--- src/rtl/dds_pkg.sv ---
// dds_pkg: default sizes, sequencer state encoding and clog2 helper for quarter_wave_dds
package dds_pkg;
    localparam int ACC_W_DEF  = 24;
    localparam int ADDR_W_DEF = 10;
    localparam int NCH_DEF    = 4;
    typedef enum logic {IDLE, RUN} state_t;
    function automatic int clog2(input int n);
        int r;
        r = 0;
        for (int i = 0; i < 31; i++)
            if ((1 << r) < n) r++;
        return r;
    endfunction
endpackage

--- src/rtl/quarter_fold.sv ---
// quarter_fold: maps the top ADDR_W+2 phase bits onto a quarter-wave ROM address and sign
module quarter_fold #(
    parameter int ADDR_W = 10
) (
    input  logic [ADDR_W+1:0] q,
    output logic [ADDR_W-1:0] rom_addr,
    output logic              neg
);
    logic [ADDR_W:0] r;
    assign r = q[ADDR_W:0];
    assign neg = q[ADDR_W+1];
    assign rom_addr = !r[ADDR_W] ? r[ADDR_W-1:0] :
                      (r[ADDR_W-1:0] == '0) ? '1 : ADDR_W'(0) - r[ADDR_W-1:0];
endmodule

--- src/rtl/quarter_wave_dds.sv ---
// quarter_wave_dds: time-multiplexed phase accumulators feeding a quarter-wave ROM address fold (optional DDS_PHASE_SYNC_EN adds sync input)
module quarter_wave_dds
    import dds_pkg::*;
#(
    parameter int ACC_W  = ACC_W_DEF,
    parameter int ADDR_W = ADDR_W_DEF,
    parameter int NCH    = NCH_DEF,
    localparam int CW    = (clog2(NCH) < 1) ? 1 : clog2(NCH)
) (
    input  logic              clk,
    input  logic              rst,
`ifdef DDS_PHASE_SYNC_EN
    input  logic              sync,
`endif
    input  logic              en,
    input  logic              tw_wr,
    input  logic [CW-1:0]     tw_ch,
    input  logic [ACC_W-1:0]  tw_data,
    output logic [ADDR_W-1:0] rom_addr,
    output logic              neg,
    output logic [CW-1:0]     out_ch,
    output logic              out_valid,
    output logic              busy,
    output logic              overrun
);
    state_t            state, state_n;
    logic [CW-1:0]     ch_cnt;
    logic [ACC_W-1:0]  phase [NCH];
    logic [ACC_W-1:0]  shadow_tw [NCH];
    logic [ACC_W-1:0]  active_tw [NCH];
    logic              s1_valid;
    logic [CW-1:0]     s1_ch;
    logic [ADDR_W+1:0] s1_q;
    logic [ADDR_W-1:0] fold_addr;
    logic              fold_neg;
    logic              accept, tw_ok, last;

    assign accept = state == IDLE && en;
    assign tw_ok  = tw_wr && int'(tw_ch) < NCH;
    assign last   = ch_cnt == CW'(NCH - 1);
    assign busy   = state == RUN;

    // sequencer state register
    always_ff @(posedge clk) begin
        if (rst) state <= IDLE;
        else     state <= state_n;
    end

    // next state: start a frame on en, finish after the last channel
    always_comb begin
        state_n = state;
        state_n = state == IDLE ? (en ? RUN : IDLE) : (last ? IDLE : RUN);
    end

    // tuning-word shadows, frame snapshot, accumulators, pipeline and overrun flag
    always_ff @(posedge clk) begin
        if (rst) begin
            for (int i = 0; i < NCH; i++) begin
                phase[i]     <= '0;
                shadow_tw[i] <= '0;
                active_tw[i] <= '0;
            end
            ch_cnt    <= '0;
            s1_valid  <= 1'b0;
            s1_ch     <= '0;
            s1_q      <= '0;
            out_valid <= 1'b0;
            out_ch    <= '0;
            rom_addr  <= '0;
            neg       <= 1'b0;
            overrun   <= 1'b0;
        end else begin
            if (tw_ok) shadow_tw[tw_ch] <= tw_data;
            if (accept) begin
                ch_cnt <= '0;
                for (int i = 0; i < NCH; i++) begin
                    active_tw[i] <= (tw_ok && tw_ch == CW'(i)) ? tw_data : shadow_tw[i];
`ifdef DDS_PHASE_SYNC_EN
                    if (sync) phase[i] <= '0;
`endif
                end
            end
            if (busy) begin
                ch_cnt        <= ch_cnt + 1'b1;
                phase[ch_cnt] <= phase[ch_cnt] + active_tw[ch_cnt];
            end
            if (busy && en) overrun <= 1'b1;
            s1_valid  <= busy;
            s1_ch     <= ch_cnt;
            s1_q      <= phase[ch_cnt][ACC_W-1 -: ADDR_W+2];
            out_valid <= s1_valid;
            out_ch    <= s1_ch;
            rom_addr  <= fold_addr;
            neg       <= fold_neg;
        end
    end

    quarter_fold #(.ADDR_W(ADDR_W)) u_fold (
        .q        (s1_q),
        .rom_addr (fold_addr),
        .neg      (fold_neg)
    );
endmodule

--- config.mk ---
export PLATFORM = sky130hd
export DESIGN_NAME = quarter_wave_dds
export DESIGN_NICKNAME = d
export VERILOG_FILES = /design/src/rtl/dds_pkg.sv /design/src/rtl/quarter_fold.sv /design/src/rtl/quarter_wave_dds.sv
export SDC_FILE = /design/constraint.sdc
export NUM_CORES = 1
export LEC_CHECK = 0
export ABC_AREA = 1
export CORE_ASPECT_RATIO = 0.6
export CORE_UTILIZATION = 45
export CTS_CLUSTER_DIAMETER = 120
export DETAILED_ROUTE_END_ITERATION = 8
export PLACE_DENSITY = 0.71
export SLEW_MARGIN = 20
export SYNTH_ARGS = -nofsm -noshare
export SYNTH_HDL_FRONTEND = slang
export SYNTH_SLANG_ARGS = --single-unit
--- constraint.sdc ---
create_clock -name clk -period 4.3 [get_ports clk]
set_input_delay 0.645 -clock clk [delete_from_list [all_inputs] [get_ports clk]]
set_output_delay 0.645 -clock clk [all_outputs]
set_load 0.01 [all_outputs]
==> results.sh <==
export IMPL_via_per_inst=5.39
export IMPL_synthArstFlopShare_pct=0
export IMPL_grt_usage_pct=22.9
export IMPL_dp_cells=2151
export IMPL_max_stage_delay_ns=0.51
export IMPL_ys_ff_latch=323
export IMPL_synth_top_family_by_area="simple AND/OR/NAND/NOR gates"
export IMPL_max_slew_margin_pct=21.2
export IMPL_clockRootBuffer="clkbuf_16"
export IMPL_ios=46
export IMPL_finalWorstPathRequiredPeriod_ns=3.16
export IMPL_via_count=11900
export IMPL_holdBufCountCts=0
export IMPL_worst_setup_path_end_kind="flop"
export IMPL_synthToLayoutAreaGrowth_pct=12.6
export IMPL_clk_pin_slew_ns=0.06
export IMPL_grt_overflow_total=0
export IMPL_start_util_pct=46.0
export IMPL_cp_num_buf_inv=1
export IMPL_p_leak_nw=7.27
export IMPL_rsz0062_at_grt="no"
export IMPL_seq_area_frac_synth_pct=60.1
export IMPL_cp_top_family="simple AND/OR/NAND/NOR gates"
export IMPL_grt_first_pass_wirelength_mm=63.0
export IMPL_crit_type="flop to flop"
export IMPL_antenna_found_initial=0
export IMPL_critical_path_arrival_ns=3.48
export IMPL_clkSinkCount=323
export IMPL_r2r_end="phase[2][22]$_SDFFCE_PN0P_"
export IMPL_htreeDepth=1
export IMPL_cts_resized_gates=0
export IMPL_cts_setup_buffers=0
export IMPL_synth_cell_types=35
export IMPL_wire_per_inst_um=18.3
export IMPL_netlist_area_sq_mm=0.0156
export IMPL_ir_drop_mv=0.302
export IMPL_synthAdderAreaFrac_pct=2.14
export IMPL_dr_pass1_iters=5
export IMPL_min_path_cells=2
export IMPL_yosysWarnings=0
export IMPL_tightest_slew_ns=1.18
export IMPL_crit_top_cell="nand2_1"
export IMPL_die_h_um=146
export IMPL_cts_buffer_depth=3
export IMPL_dieArea_sq_mm=0.0353
export IMPL_drtAntennaViolNets=0
export IMPL_drt_total_wl_mm=40.5
export IMPL_hold_start="s1_q[11]$_SDFF_PP0_"
export IMPL_dp_hpwl_mm=25.6
export IMPL_maxCapViolCount=0
export IMPL_antenna_cells=0
export IMPL_synth_xor_area_share_pct=0.0563
export IMPL_grt_pass1_vias=11000
export IMPL_crit_path_max_fanout=50
export IMPL_fin_tns_setup_ns=0
export IMPL_synth_simple_area_share_pct=21.3
export IMPL_dieWidth_um=242
export IMPL_synthMuxAreaShare_pct=0
export IMPL_fin_crit_sh_pct=73.5
export IMPL_fin_worst_skew_ns=0.0264
export IMPL_cts_buffers_inserted=30
export IMPL_ys_flop_type="edfxtp_1"
export IMPL_fmax_ghz=0.316
export IMPL_drtIter0Drc=1597
export IMPL_r2r_cells=13
export IMPL_setup_viol=0
export IMPL_cts_tree="done"
export IMPL_nets=1780
export IMPL_cp_slowest_cell="buf_4"
export IMPL_syn_area_per_cell_sq_um=9.17
export IMPL_worst_r2r_setup_slack_ns=1.14
export IMPL_synth_compound_area_share_pct=9.68
export IMPL_cp_start_kind="flop"
export IMPL_synthCells=1697
export IMPL_grt_max_degree=97
export IMPL_synth_edf_count=288
export IMPL_min_to="neg$_SDFF_PP0_"
export IMPL_gp_congestion=0.945
export IMPL_drive_gt1_share_pct=7.55
export IMPL_hold_violations=0
export IMPL_hold_path_class="flop to flop"
export IMPL_slew_viol_final=0
export IMPL_worstSkewPairLatency_ns=0.58
export IMPL_stdcell_count=2207
export IMPL_status="finished, final reports clean"
export IMPL_synth_fp_nets=1753
export IMPL_core_area_sq_mm=0.0338
export IMPL_drcViolationCount=0
export IMPL_required_ns=4.61
export IMPL_place_port_buffers=45
export IMPL_powerDensity_mw_per_mm2=449
export IMPL_rows=52
export IMPL_worstPathCellList="buf_4 > o21ai_0 > o22ai_1 > ha_1 > nand2_1 > nor2_1 > nand2_1 > nor2_1 > nand2_1 > nand3_1 > nand2_1 > nand3_2 > nor2_1"
-- how the worst max path moves through the flow --
stage	cells past startpoint	slack [ns]	endpoint	startpoint
floorplan	4	0.63	active_tw[0][0]$_SDFFCE_PN0P_	rst
global placement	14	1.22	phase[1][15]$_SDFFCE_PN0P_	flop
detailed placement	14	1.18	phase[1][15]$_SDFFCE_PN0P_	flop
CTS	14	1.17	phase[1][15]$_SDFFCE_PN0P_	flop
global route	14	0.94	phase[1][15]$_SDFFCE_PN0P_	flop
finish	13	1.14	phase[2][22]$_SDFFCE_PN0P_	flop
-- sequential cells by signal (all words and copies together) (netlist names), named ones only --
register   cells
s1_ch          2
neg            1
busy           1
s1_q          12
ch_cnt         2
active_tw     96
out_ch         2
s1_valid       1
rom_addr      10
out_valid      1
phase         96
shadow_tw     96
overrun        1
-- cell families (layout without fill, tap and decap cells) --
group,count (synthesis),in the layout
AO/OA/AOI/OAI,289,289
adder cells (fa/ha/maj),26,26
buffers and inverters,263,314
flip-flops,323,323
XOR/XNOR,1,1
AND/OR/NAND/NOR,795,795
-- area by class of cell --
cell class	instances	area [sq um]
timing repair buffer	77	753
fill	3055	16300
clock buffer	47	908
clock inverter	9	72.6
tap	459	574
inverter	181	679
sequential	323	9350
multi-input combinational	1111	5180
-- cell usage after synthesis, drive strengths merged (2+ instances only) --
cell type / number / area share, %
o21ai: 169 / 5.4
nand3b: 9 / 0.48
nand4: 6 / 0.24
dfxtp: 35 / 4.5
clkbuf: 51 / 1.2
nor2: 417 / 10
and2: 3 / 0.12
nand3: 68 / 2.5
a21oi: 79 / 2.5
o22ai: 35 / 1.4
ha: 25 / 2.0
buf: 31 / 1.1
nand2: 284 / 7.0
nor3: 8 / 0.39
inv: 180 / 4.3
a31oi: 2 / 0.080
edfxtp: 288 / 56
-- report_power, final --
group | switching, W | internal (W) | leakage [nW]
clock | 0.00115 | 0.00151 | 0.475
sequential | 0.0000791 | 0.00368 | 3.27
combinational | 0.00100 | 0.000436 | 3.52
-- metrics by stage --
step | hold slack, ns | cell area [sq um] | setup WS (ns) | total power, W | util [%]
5_1_grt | 0.432 | 17500 | 0.939 | 0.00820 | 51.8
4_1_cts | 0.420 | 17500 | 1.17 | 0.00787 | 51.8
3_5_place_dp | 0.406 | 16500 | 1.18 | 0.00523 | 48.9
2_1_floorplan | 0.388 | 15600 | 0.626 | 0.00477 | -
3_3_place_gp | 0.403 | 16500 | 1.22 | 0.00521 | 48.9
6_report | 0.412 | 17500 | 1.14 | 0.00786 | 51.8
-- worst min-delay path: stages (launching register included) --
cell,delay [ns]
dfxtp_1,0.30
inv_1,0.04
nor2_1,0.03
-- layout by cell type (no fill, tap or decap), types with 2 or more instances in the layout --
cell / synthesis / final
nor3_1: 5 / 5
o22ai_1: 35 / 35
clkbuf_1: 50 / 11
nand3b_2: 2 / 2
nand3_1: 57 / 57
edfxtp_1: 288 / 288
ha_1: 25 / 25
nand3_2: 11 / 11
buf_4: 6 / 27
clkdlybuf4s50_1: 0 / 45
a31oi_1: 2 / 2
inv_2: 9 / 10
dfxtp_1: 35 / 33
clkinv_1: 1 / 5
and2_1: 3 / 3
nand2_1: 272 / 271
nor2_1: 401 / 401
clkbuf_8: 0 / 3
nor3_2: 2 / 2
inv_1: 171 / 170
dfxtp_2: 0 / 2
o21ai_0: 169 / 169
nand2_2: 12 / 12
a21oi_1: 79 / 79
clkbuf_16: 0 / 33
nor2_2: 12 / 12
nand3b_1: 7 / 7
buf_12: 0 / 5
nand4_1: 6 / 6
nor2_4: 4 / 4
-- routing by layer --
| metal | wire length, um | vias to the layer above | GRT usage, % | share of wire (%) |
|---|---|---|---|---|
| li1 | - | 5678 | - | - |
| met1 | 19300 | 5620 | 37.0 | 48 |
| met2 | 16600 | 555 | 32.6 | 41 |
| met3 | 4030 | 51 | 3.51 | 10 |
| met4 | 604 | 0 | 4.24 | 1.5 |
| met5 | 0 | - | 0 | 0 |
Power figures use the tool's default switching activity.
